File: src/rtl/led_colour_driver_pkg.sv
// Shared constants and types for the RGB LED colour driver.
package led_pkg;

  localparam int unsigned COL_R  = 0;
  localparam int unsigned COL_G  = 1;
  localparam int unsigned COL_B  = 2;
  localparam int unsigned NUM_CH = 3;

  typedef enum logic {
    STEADY = 1'b0,
    FADING = 1'b1
  } drv_state_t;

endpackage

File: src/rtl/led_colour_driver_if.sv
// Colour-sequencer to LED-driver link: colour request in, pin drive and fade status out.
interface led_colour_driver_if #(
  parameter int unsigned PWM_BITS = 8
) ();
  import led_pkg::*;

  logic [NUM_CH-1:0]   colour;
  logic                enable;
  logic [PWM_BITS-1:0] brightness;
  logic                led_r;
  logic                led_g;
  logic                led_b;
  logic                busy;

  modport master (
    output colour, enable, brightness,
    input  led_r, led_g, led_b, busy
  );

  modport slave (
    input  colour, enable, brightness,
    output led_r, led_g, led_b, busy
  );

endinterface

File: src/rtl/led_colour_driver_pwm_channel.sv
// One LED channel: duty register with saturating linear fade, and PWM compare.
module pwm_channel #(
  parameter int unsigned PWM_BITS  = 8,
  parameter int unsigned FADE_STEP = 8
) (
  input  logic                clk,
  input  logic                rst,
  input  logic                wrap,
  input  logic [PWM_BITS-1:0] tgt,
  input  logic [PWM_BITS-1:0] cnt,
  input  logic                enable,
  output logic                pin,
  output logic                settled
);

  logic [PWM_BITS-1:0] r_duty;
  logic                r_pin;
  logic [PWM_BITS-1:0] w_gap;
  logic [PWM_BITS-1:0] w_duty_nxt;

  // Step towards the target; a remaining gap within one step lands exactly on it.
  always_comb begin
    w_gap      = '0;
    w_duty_nxt = r_duty;
    if (r_duty < tgt) begin
      w_gap = tgt - r_duty;
      if (32'(w_gap) <= FADE_STEP) w_duty_nxt = tgt;
      else                         w_duty_nxt = r_duty + PWM_BITS'(FADE_STEP);
    end else if (r_duty > tgt) begin
      w_gap = r_duty - tgt;
      if (32'(w_gap) <= FADE_STEP) w_duty_nxt = tgt;
      else                         w_duty_nxt = r_duty - PWM_BITS'(FADE_STEP);
    end
  end

  // Duty only moves on the wrap so each PWM period uses a single duty.
  always_ff @(posedge clk) begin
    if (rst) begin
      r_duty <= '0;
      r_pin  <= 1'b0;
    end else begin
      if (wrap) r_duty <= w_duty_nxt;
      r_pin <= enable & (cnt < r_duty);
    end
  end

  assign pin     = r_pin;
  assign settled = (r_duty == tgt);

endmodule

File: src/rtl/led_colour_driver.sv
// RGB LED driver: colour decode, shared PWM counter, per-channel fade and busy FSM.
module led_colour_driver #(
  parameter int unsigned PWM_BITS  = 8,
  parameter int unsigned FADE_STEP = 8
) (
  input  logic               clk,
  input  logic               rst,
  led_colour_driver_if.slave bus
);
  import led_pkg::*;

  logic [PWM_BITS-1:0]               r_cnt;
  logic                              w_wrap;
  logic [NUM_CH-1:0][PWM_BITS-1:0]   w_tgt;
  logic [NUM_CH-1:0]                 w_pin;
  logic [NUM_CH-1:0]                 w_settled;
  drv_state_t                        r_state;
  drv_state_t                        w_state_nxt;

  // Free-running period counter shared by all channels.
  always_ff @(posedge clk) begin
    if (rst) r_cnt <= '0;
    else     r_cnt <= r_cnt + PWM_BITS'(1);
  end

  assign w_wrap = (r_cnt == '1);

  for (genvar g = 0; g < int'(NUM_CH); g++) begin : g_ch
    assign w_tgt[g] = bus.colour[g] ? bus.brightness : '0;

    pwm_channel #(
      .PWM_BITS  (PWM_BITS),
      .FADE_STEP (FADE_STEP)
    ) u_chan (
      .clk     (clk),
      .rst     (rst),
      .wrap    (w_wrap),
      .tgt     (w_tgt[g]),
      .cnt     (r_cnt),
      .enable  (bus.enable),
      .pin     (w_pin[g]),
      .settled (w_settled[g])
    );
  end

  always_ff @(posedge clk) begin
    if (rst) r_state <= STEADY;
    else     r_state <= w_state_nxt;
  end

  // Settling is only judged on the cycle right after a wrap update (cnt back at 0).
  always_comb begin
    w_state_nxt = r_state;
    unique case (r_state)
      STEADY:  if (!(&w_settled)) w_state_nxt = FADING;
      FADING:  if ((r_cnt == '0) && (&w_settled)) w_state_nxt = STEADY;
      default: w_state_nxt = STEADY;
    endcase
  end

  assign bus.led_r = w_pin[COL_R];
  assign bus.led_g = w_pin[COL_G];
  assign bus.led_b = w_pin[COL_B];
  assign bus.busy  = (r_state == FADING);

endmodule

File: src/flat_wrapper.sv
// flat-port wrapper written by rule: the top's interface ports become plain ports
module led_colour_driver_flat import led_pkg::*;
#(
  parameter int unsigned PWM_BITS  = 8,
  parameter int unsigned FADE_STEP = 8
)
  (clk, rst, bus_colour, bus_enable, bus_brightness, bus_led_r, bus_led_g, bus_led_b, bus_busy);
  led_colour_driver_if #(.PWM_BITS(PWM_BITS)) bus_i ();
  input  logic clk;
  input  logic rst;
  input wire logic [$bits(bus_i.colour)-1:0] bus_colour;
  input wire logic [$bits(bus_i.enable)-1:0] bus_enable;
  input wire logic [$bits(bus_i.brightness)-1:0] bus_brightness;
  output wire logic [$bits(bus_i.led_r)-1:0] bus_led_r;
  output wire logic [$bits(bus_i.led_g)-1:0] bus_led_g;
  output wire logic [$bits(bus_i.led_b)-1:0] bus_led_b;
  output wire logic [$bits(bus_i.busy)-1:0] bus_busy;
  assign bus_i.colour = bus_colour;
  assign bus_i.enable = bus_enable;
  assign bus_i.brightness = bus_brightness;
  assign bus_led_r = bus_i.led_r;
  assign bus_led_g = bus_i.led_g;
  assign bus_led_b = bus_i.led_b;
  assign bus_busy = bus_i.busy;
  led_colour_driver #(.PWM_BITS(PWM_BITS), .FADE_STEP(FADE_STEP)) u_core (.clk(clk), .rst(rst), .bus(bus_i));
endmodule
File: config.mk
export PLATFORM = sky130hd
export DESIGN_NAME = led_colour_driver_flat
export DESIGN_NICKNAME = d
export VERILOG_FILES = /design/src/rtl/led_colour_driver_pkg.sv /design/src/rtl/led_colour_driver_if.sv /design/src/rtl/led_colour_driver_pwm_channel.sv /design/src/rtl/led_colour_driver.sv /design/src/flat_wrapper.sv
export SDC_FILE = /design/constraint.sdc
export NUM_CORES = 1
export LEC_CHECK = 0
export CAP_MARGIN = 20
export CORE_UTILIZATION = 50
export DETAILED_ROUTE_END_ITERATION = 10
export PLACE_DENSITY = 0.65
export SLEW_MARGIN = 10
export SYNTH_ARGS = -nofsm -noshare
export SYNTH_HDL_FRONTEND = slang
export SYNTH_SLANG_ARGS = --single-unit
export TNS_END_PERCENT = 5
File: constraint.sdc
create_clock -name clk -period 3.75 [get_ports clk]
set_clock_uncertainty 0.05 [all_clocks]
set_input_delay 0.5625 -clock clk [delete_from_list [all_inputs] [get_ports clk]]
set_output_delay 0.5625 -clock clk [all_outputs]
set_load 0.02 [all_outputs]
# Word-level counts from Yosys, hierarchy flattened
# Cells that the tools add are included.
[totals] out_inout_bits=4 ff_bits=36 inputBits=14
[classes] n_reduce_logical=9 n_eq_ne=4 order_cmp=15 bitwise=4 addsub=13 n_mux=18
[op_table] cell="$mux 8" count=15
[op_table] cell="$le 8x4->1 const B" count=6
[op_table] cell="$lt 8x8->1" count=6
[op_table] cell="$sub 8x8->8" count=6
[op_table] cell="$add 8x4->8 const B" count=3
[op_table] cell="$eq 8x8->1" count=3
[op_table] cell="$gt 8x8->1" count=3
[op_table] cell="$sub 8x4->8 const B" count=3
[op_table] cell="$add 8x1->8 const B" count=1
[op_table] cell="$eq 8x8->1 const B" count=1
[op_table] cell="$logic_not 8->1" count=1
[op_table] cell="$reduce_and 2->1" count=3
[op_table] cell="$reduce_bool 2->1" count=3
[op_table] cell="$and 1x1->1" count=3
[op_table] cell="$reduce_and 3->1" count=1
[op_table] cell="$mux 1" count=2
[op_table] cell="$pmux 1 s2" count=1
[op_table] cell="$logic_and 1x1->1" count=1
[op_table] cell="$not 1->1" count=1

# Logic depth before layout (Yosys ltp)
[depth] ltp_word=6 ltp_mapped=13 mapped_depth_nobuf=11

# Modules after synthesis
# From an unflattened synthesis, not the netlist that was laid out.
[unflattened] cells_unflattened=609 hier_area_um2=4665.7
[modules_own_cells] mod="pwm_channel" n_inst=3 seq_area_each_um2=180.2 area_each_um2=1372.6 cells_each=181
[modules_own_cells] mod="led_colour_driver" n_inst=1 seq_area_each_um2=180.2 area_each_um2=548.0 cells_each=66

# Worst setup path after synthesis
# No wires, ideal clock.
[synth_path] kind="input port to flip-flop" start="input port bus_colour[2]" end="register u_core.g_ch[2].u_chan.r_duty[6]" path_slack_ps=451 stages=13 arrival_ps=3132 setup_time_ps=117 n_path_buf=2 required_time_ps=3583 cell_sequence="clkbuf_1 nand2_1 inv_1 ha_1 buf_6 and3_4 a211oi_2 nand2_1 xor2_1 or4_4 o31ai_4 nand2_2 a32o_1"
[synth_via] elab_chain_len=6 word_cells_on_any_way=13 cone_classes="2 x add/sub; 4 x order compare; 5 x mux; 2 x reduce/logical"
[synth_lines] element="start, declared" line_no="flat_wrapper.sv:11" text="input wire logic [$bits(bus_i.colour)-1:0] bus_colour;"
[synth_lines] element="$mux 8 (*)" line_no="led_colour_driver.sv:29" text="assign w_tgt[g] = bus.colour[g] ? bus.brightness : '0;"
[synth_lines] element="$sub 8x8->8" line_no="led_colour_driver_pwm_channel.sv:30" text="w_gap = r_duty - tgt;"
[synth_lines] element="$le 8x4->1" line_no="led_colour_driver_pwm_channel.sv:31" text="if (32'(w_gap) <= FADE_STEP) w_duty_nxt = tgt;"
[synth_lines] element="$mux 8" line_no="led_colour_driver_pwm_channel.sv:31"
[synth_lines] element="$mux 8" line_no="led_colour_driver_pwm_channel.sv:29" text="end else if (r_duty > tgt) begin"
[synth_lines] element="$mux 8" line_no="led_colour_driver_pwm_channel.sv:25" text="if (r_duty < tgt) begin"
[synth_lines] element="end signal, assigned" line_no="led_colour_driver_pwm_channel.sv:42" text="if (wrap) r_duty <= w_duty_nxt;"
[synth_lines] element="end, declared" line_no="led_colour_driver_pwm_channel.sv:16" text="logic [PWM_BITS-1:0] r_duty;"
# Every way passes the cells marked *; elsewhere a longest branch is shown, timed or not. The select of a mux whose other input is x is not followed.
# A chain may end at the register's enable or synchronous reset.

# Final worst setup path
[layout_path] start="input port bus_colour[2]" end="register u_core.g_ch[2].u_chan.r_duty[1]"
# The elaborated chain is that of the path after synthesis.

==> flow_summary.yaml <==
status:
  outcome: "complete, no violations"
floorplanning:
  rows: 35
  core_um2: 9280
  start_util_pct: 51.9
  die_x_um: 100
  die_area_um2: 10000
  dieHeight_um: 100
  ios: 18
cts:
  clk_pin_slew_worst_paths_ns: 0.08
  htree_levels: 2
  cts_tree: "built"
  cts_buffers: 5
  postCtsHoldBufs: 0
  clockBufferDepth: 2
  clock_latency_ns: 0.30
  ctsResizeCount: 0
  root_buffer: "clkbuf_8"
  cts_sinks: 36
  cts_setup_buffers: 0
sta:
  max_freq_mhz: 280
  rsz0062_at_grt: "false"
  layout_setup_ws_ns: 0.178
  max_slew_margin_pct: 62.1
  worst_pin_slew_ns: 0.563
  holdWs_ns: 0.460
  finalSetupViolCount: 0
  hold_viol: 0
  fin_crit_sh_pct: 95.3
  finalMaxSlewViolations: 0
  min_period_ns: 3.57
layout:
  fin_util_pct: 60.2
  fillers: 884
  drive_gt1_share_pct: 13.0
  n_antenna_cell: 0
  seq_area_um2: 721
  syn2layout_area_growth_pct: 16.0
  nets: 778
  multi_input_area_um2: 3790
synth:
  synth_edf_count: 0
  synth_top_cell_area_share_pct: 21.0
  postSynthCellCount: 627
  syn_avg_cell_area_um2: 7.68
  ys_async_sr_fraction_pct: 0
  synth-seq-cells: 36
  syn_nets: 722
  synth.area.top_cells: "ha_1 (21%), dfxtp_1 (15%), inv_1 (4.8%), nand2_1 (4.8%), xnor2_1 (4.5%)"
  yosysUniqueCellTypes: 78
  yosysTopAreaCell: "ha_1"
  synth_ff_type: "dfxtp_1"
  yosysWarnings: 0
  ys_seq_area_share_pct: 15.0
  syn_area_um2: 4820
grt:
  grt_overflow: 0
  grt_max_degree: 26
  use_met2_pct: 48.0
  met1_usage_pct: 36.2
  grt_pass1_wl_mm: 22.6
  met3_usage_pct: 2.58
  grt_pass1_vias: 4757
  globalRoute.busiestLayer: "met2"
  track_usage_pct: 28.1
  grt_antenna_before_repair: 0
detailed_routing:
  drt_iter0_drc: 255
  drt-total-wl_mm: 13.5
  vias: 4809
  drtAntennaViolNets: 0
  wire_per_inst_um: 16.6
  drc: 0
  first_pass_iters: 6
  via_per_inst: 5.92
setup_path:
  critPathArrivalTime_ns: 3.74
  end_kind: "register"
  startpoint_type: "input port"
  cp_max_fo: 5
  criticalPathCategory: "in2reg"
  reg2reg_depth: 10
  crit_required_ns: 3.92
power_and_ir_drop:
  power_density_nw_per_um2: 211
  p_leak_nw: 2.44
  vdd_ir_drop_max_mv: 0.136
place:
  dp_hpwl_mm: 11.1
  place_ws_ns: -0.112
  gp_congestion: 0.913
  portBuffers: 17
run:
  cap_violations: 0
hold_path:
  min_path_cells: 2
  min_path_type: "reg2reg"
## area by class of cell
type / instances / share of cell area [%]
Clock buffer: 5 / 1.23
Clock inverter: 3 / 0.828
Multi-Input combinational cell: 509 / 67.8
Tap cell: 129 / 2.89
Inverter: 61 / 4.10
Sequential cell: 36 / 12.9
Timing Repair Buffer: 70 / 10.2
## worst paths after layout
check | to | start | slack (ns)
setup / recovery | u_core.g_ch[2].u_chan.r_duty[1] | bus_colour[2] | 0.18
hold / removal | u_core.g_ch[2].u_chan.r_duty[1] | u_core.g_ch[2].u_chan.r_duty[1] | 0.46
setup reg to reg | u_core.g_ch[1].u_chan.r_duty[5] | u_core.g_ch[1].u_chan.r_duty[4] | 0.56
hold reg to reg | u_core.g_ch[2].u_chan.r_duty[1] | u_core.g_ch[2].u_chan.r_duty[1] | 0.46
## state kept, by name, summed over array words and instances, names as in the netlist
register / cells
u_core.bus.busy: 1
u_core.g_ch.u_chan.pin: 3
u_core.g_ch.u_chan.r_duty: 24
u_core.r_cnt: 8
## power breakdown
part           internal [mW]  switching, mW  leakage, nW  total (mW)
sequential             0.387        0.00679        0.291       0.394
clock                  0.201          0.174       0.0548       0.375
combinational          0.193          0.219         2.09       0.412
## routing by layer
layer  up-vias  wire length (um)
met2       128              6280
met4         0               486
met1      2243              6190
met5         -                 0
met3        34               559
li1       2404                 -
## synth_stat cells, types with 4 or more instances
library cell / number
a211o_1: 4
nand2b_1: 9
or4_1: 5
a21oi_1: 42
inv_1: 61
nor3_1: 13
xor2_1: 7
a31oi_1: 10
nand2_1: 61
a21o_1: 25
and3_1: 5
o211ai_1: 7
o2111ai_1: 6
o21a_1: 8
nand3_1: 37
a211oi_1: 4
nor2_1: 32
dfxtp_1: 36
a221oi_1: 5
nor2b_1: 10
clkbuf_1: 15
xnor2_1: 25
ha_1: 81
nand4_1: 5
o21ai_0: 30
## stage by stage
step,instances,setup TNS [ns],total power [mW],area [um2]
3_5_place_dp,805,-0.778,0.807,5460
4_1_cts,813,0,1.18,5570
2_1_floorplan,627,0,0.677,4820
5_1_grt,813,0,1.24,5590
6_report,813,0,1.18,5590
3_3_place_gp,805,-0.444,0.801,5460
## layout by cell type (no fill, tap or decap), types with 9 or more instances in the layout
cell / count
o21ai_0: 30
nor3_1: 12
clkdlybuf4s50_1: 16
nor2b_1: 10
dfxtp_1: 36
ha_1: 81
nand2_1: 61
a21oi_1: 41
buf_4: 53
inv_1: 61
a21o_1: 25
nand3_1: 37
a31oi_1: 10
nor2_1: 32
xnor2_1: 25
nand2b_1: 9
## logic make-up after synthesis
kind of cell / after synthesis / synth area share (%)
flops: 36 / 15.0
simple gates: 198 / 20.6
xor+xnor: 32 / 5.82
fa+ha+maj: 81 / 21.0
mux: 6 / 1.58
compound gates: 192 / 29.3
buf+inv: 82 / 6.67
## worst max-delay path: stages
cell	delay (ns)
clkdlybuf4s50_1	0.56
buf_4	0.16
nand2_1	0.08
inv_1	0.12
ha_1	0.28
nor2b_1	0.15
o2111ai_1	0.28
nand2_1	0.11
xor2_1	0.16
or4_4	0.56
o31ai_4	0.32
buf_4	0.18
nand3_1	0.08
a21oi_1	0.13
(Power assumes the default switching activity.)
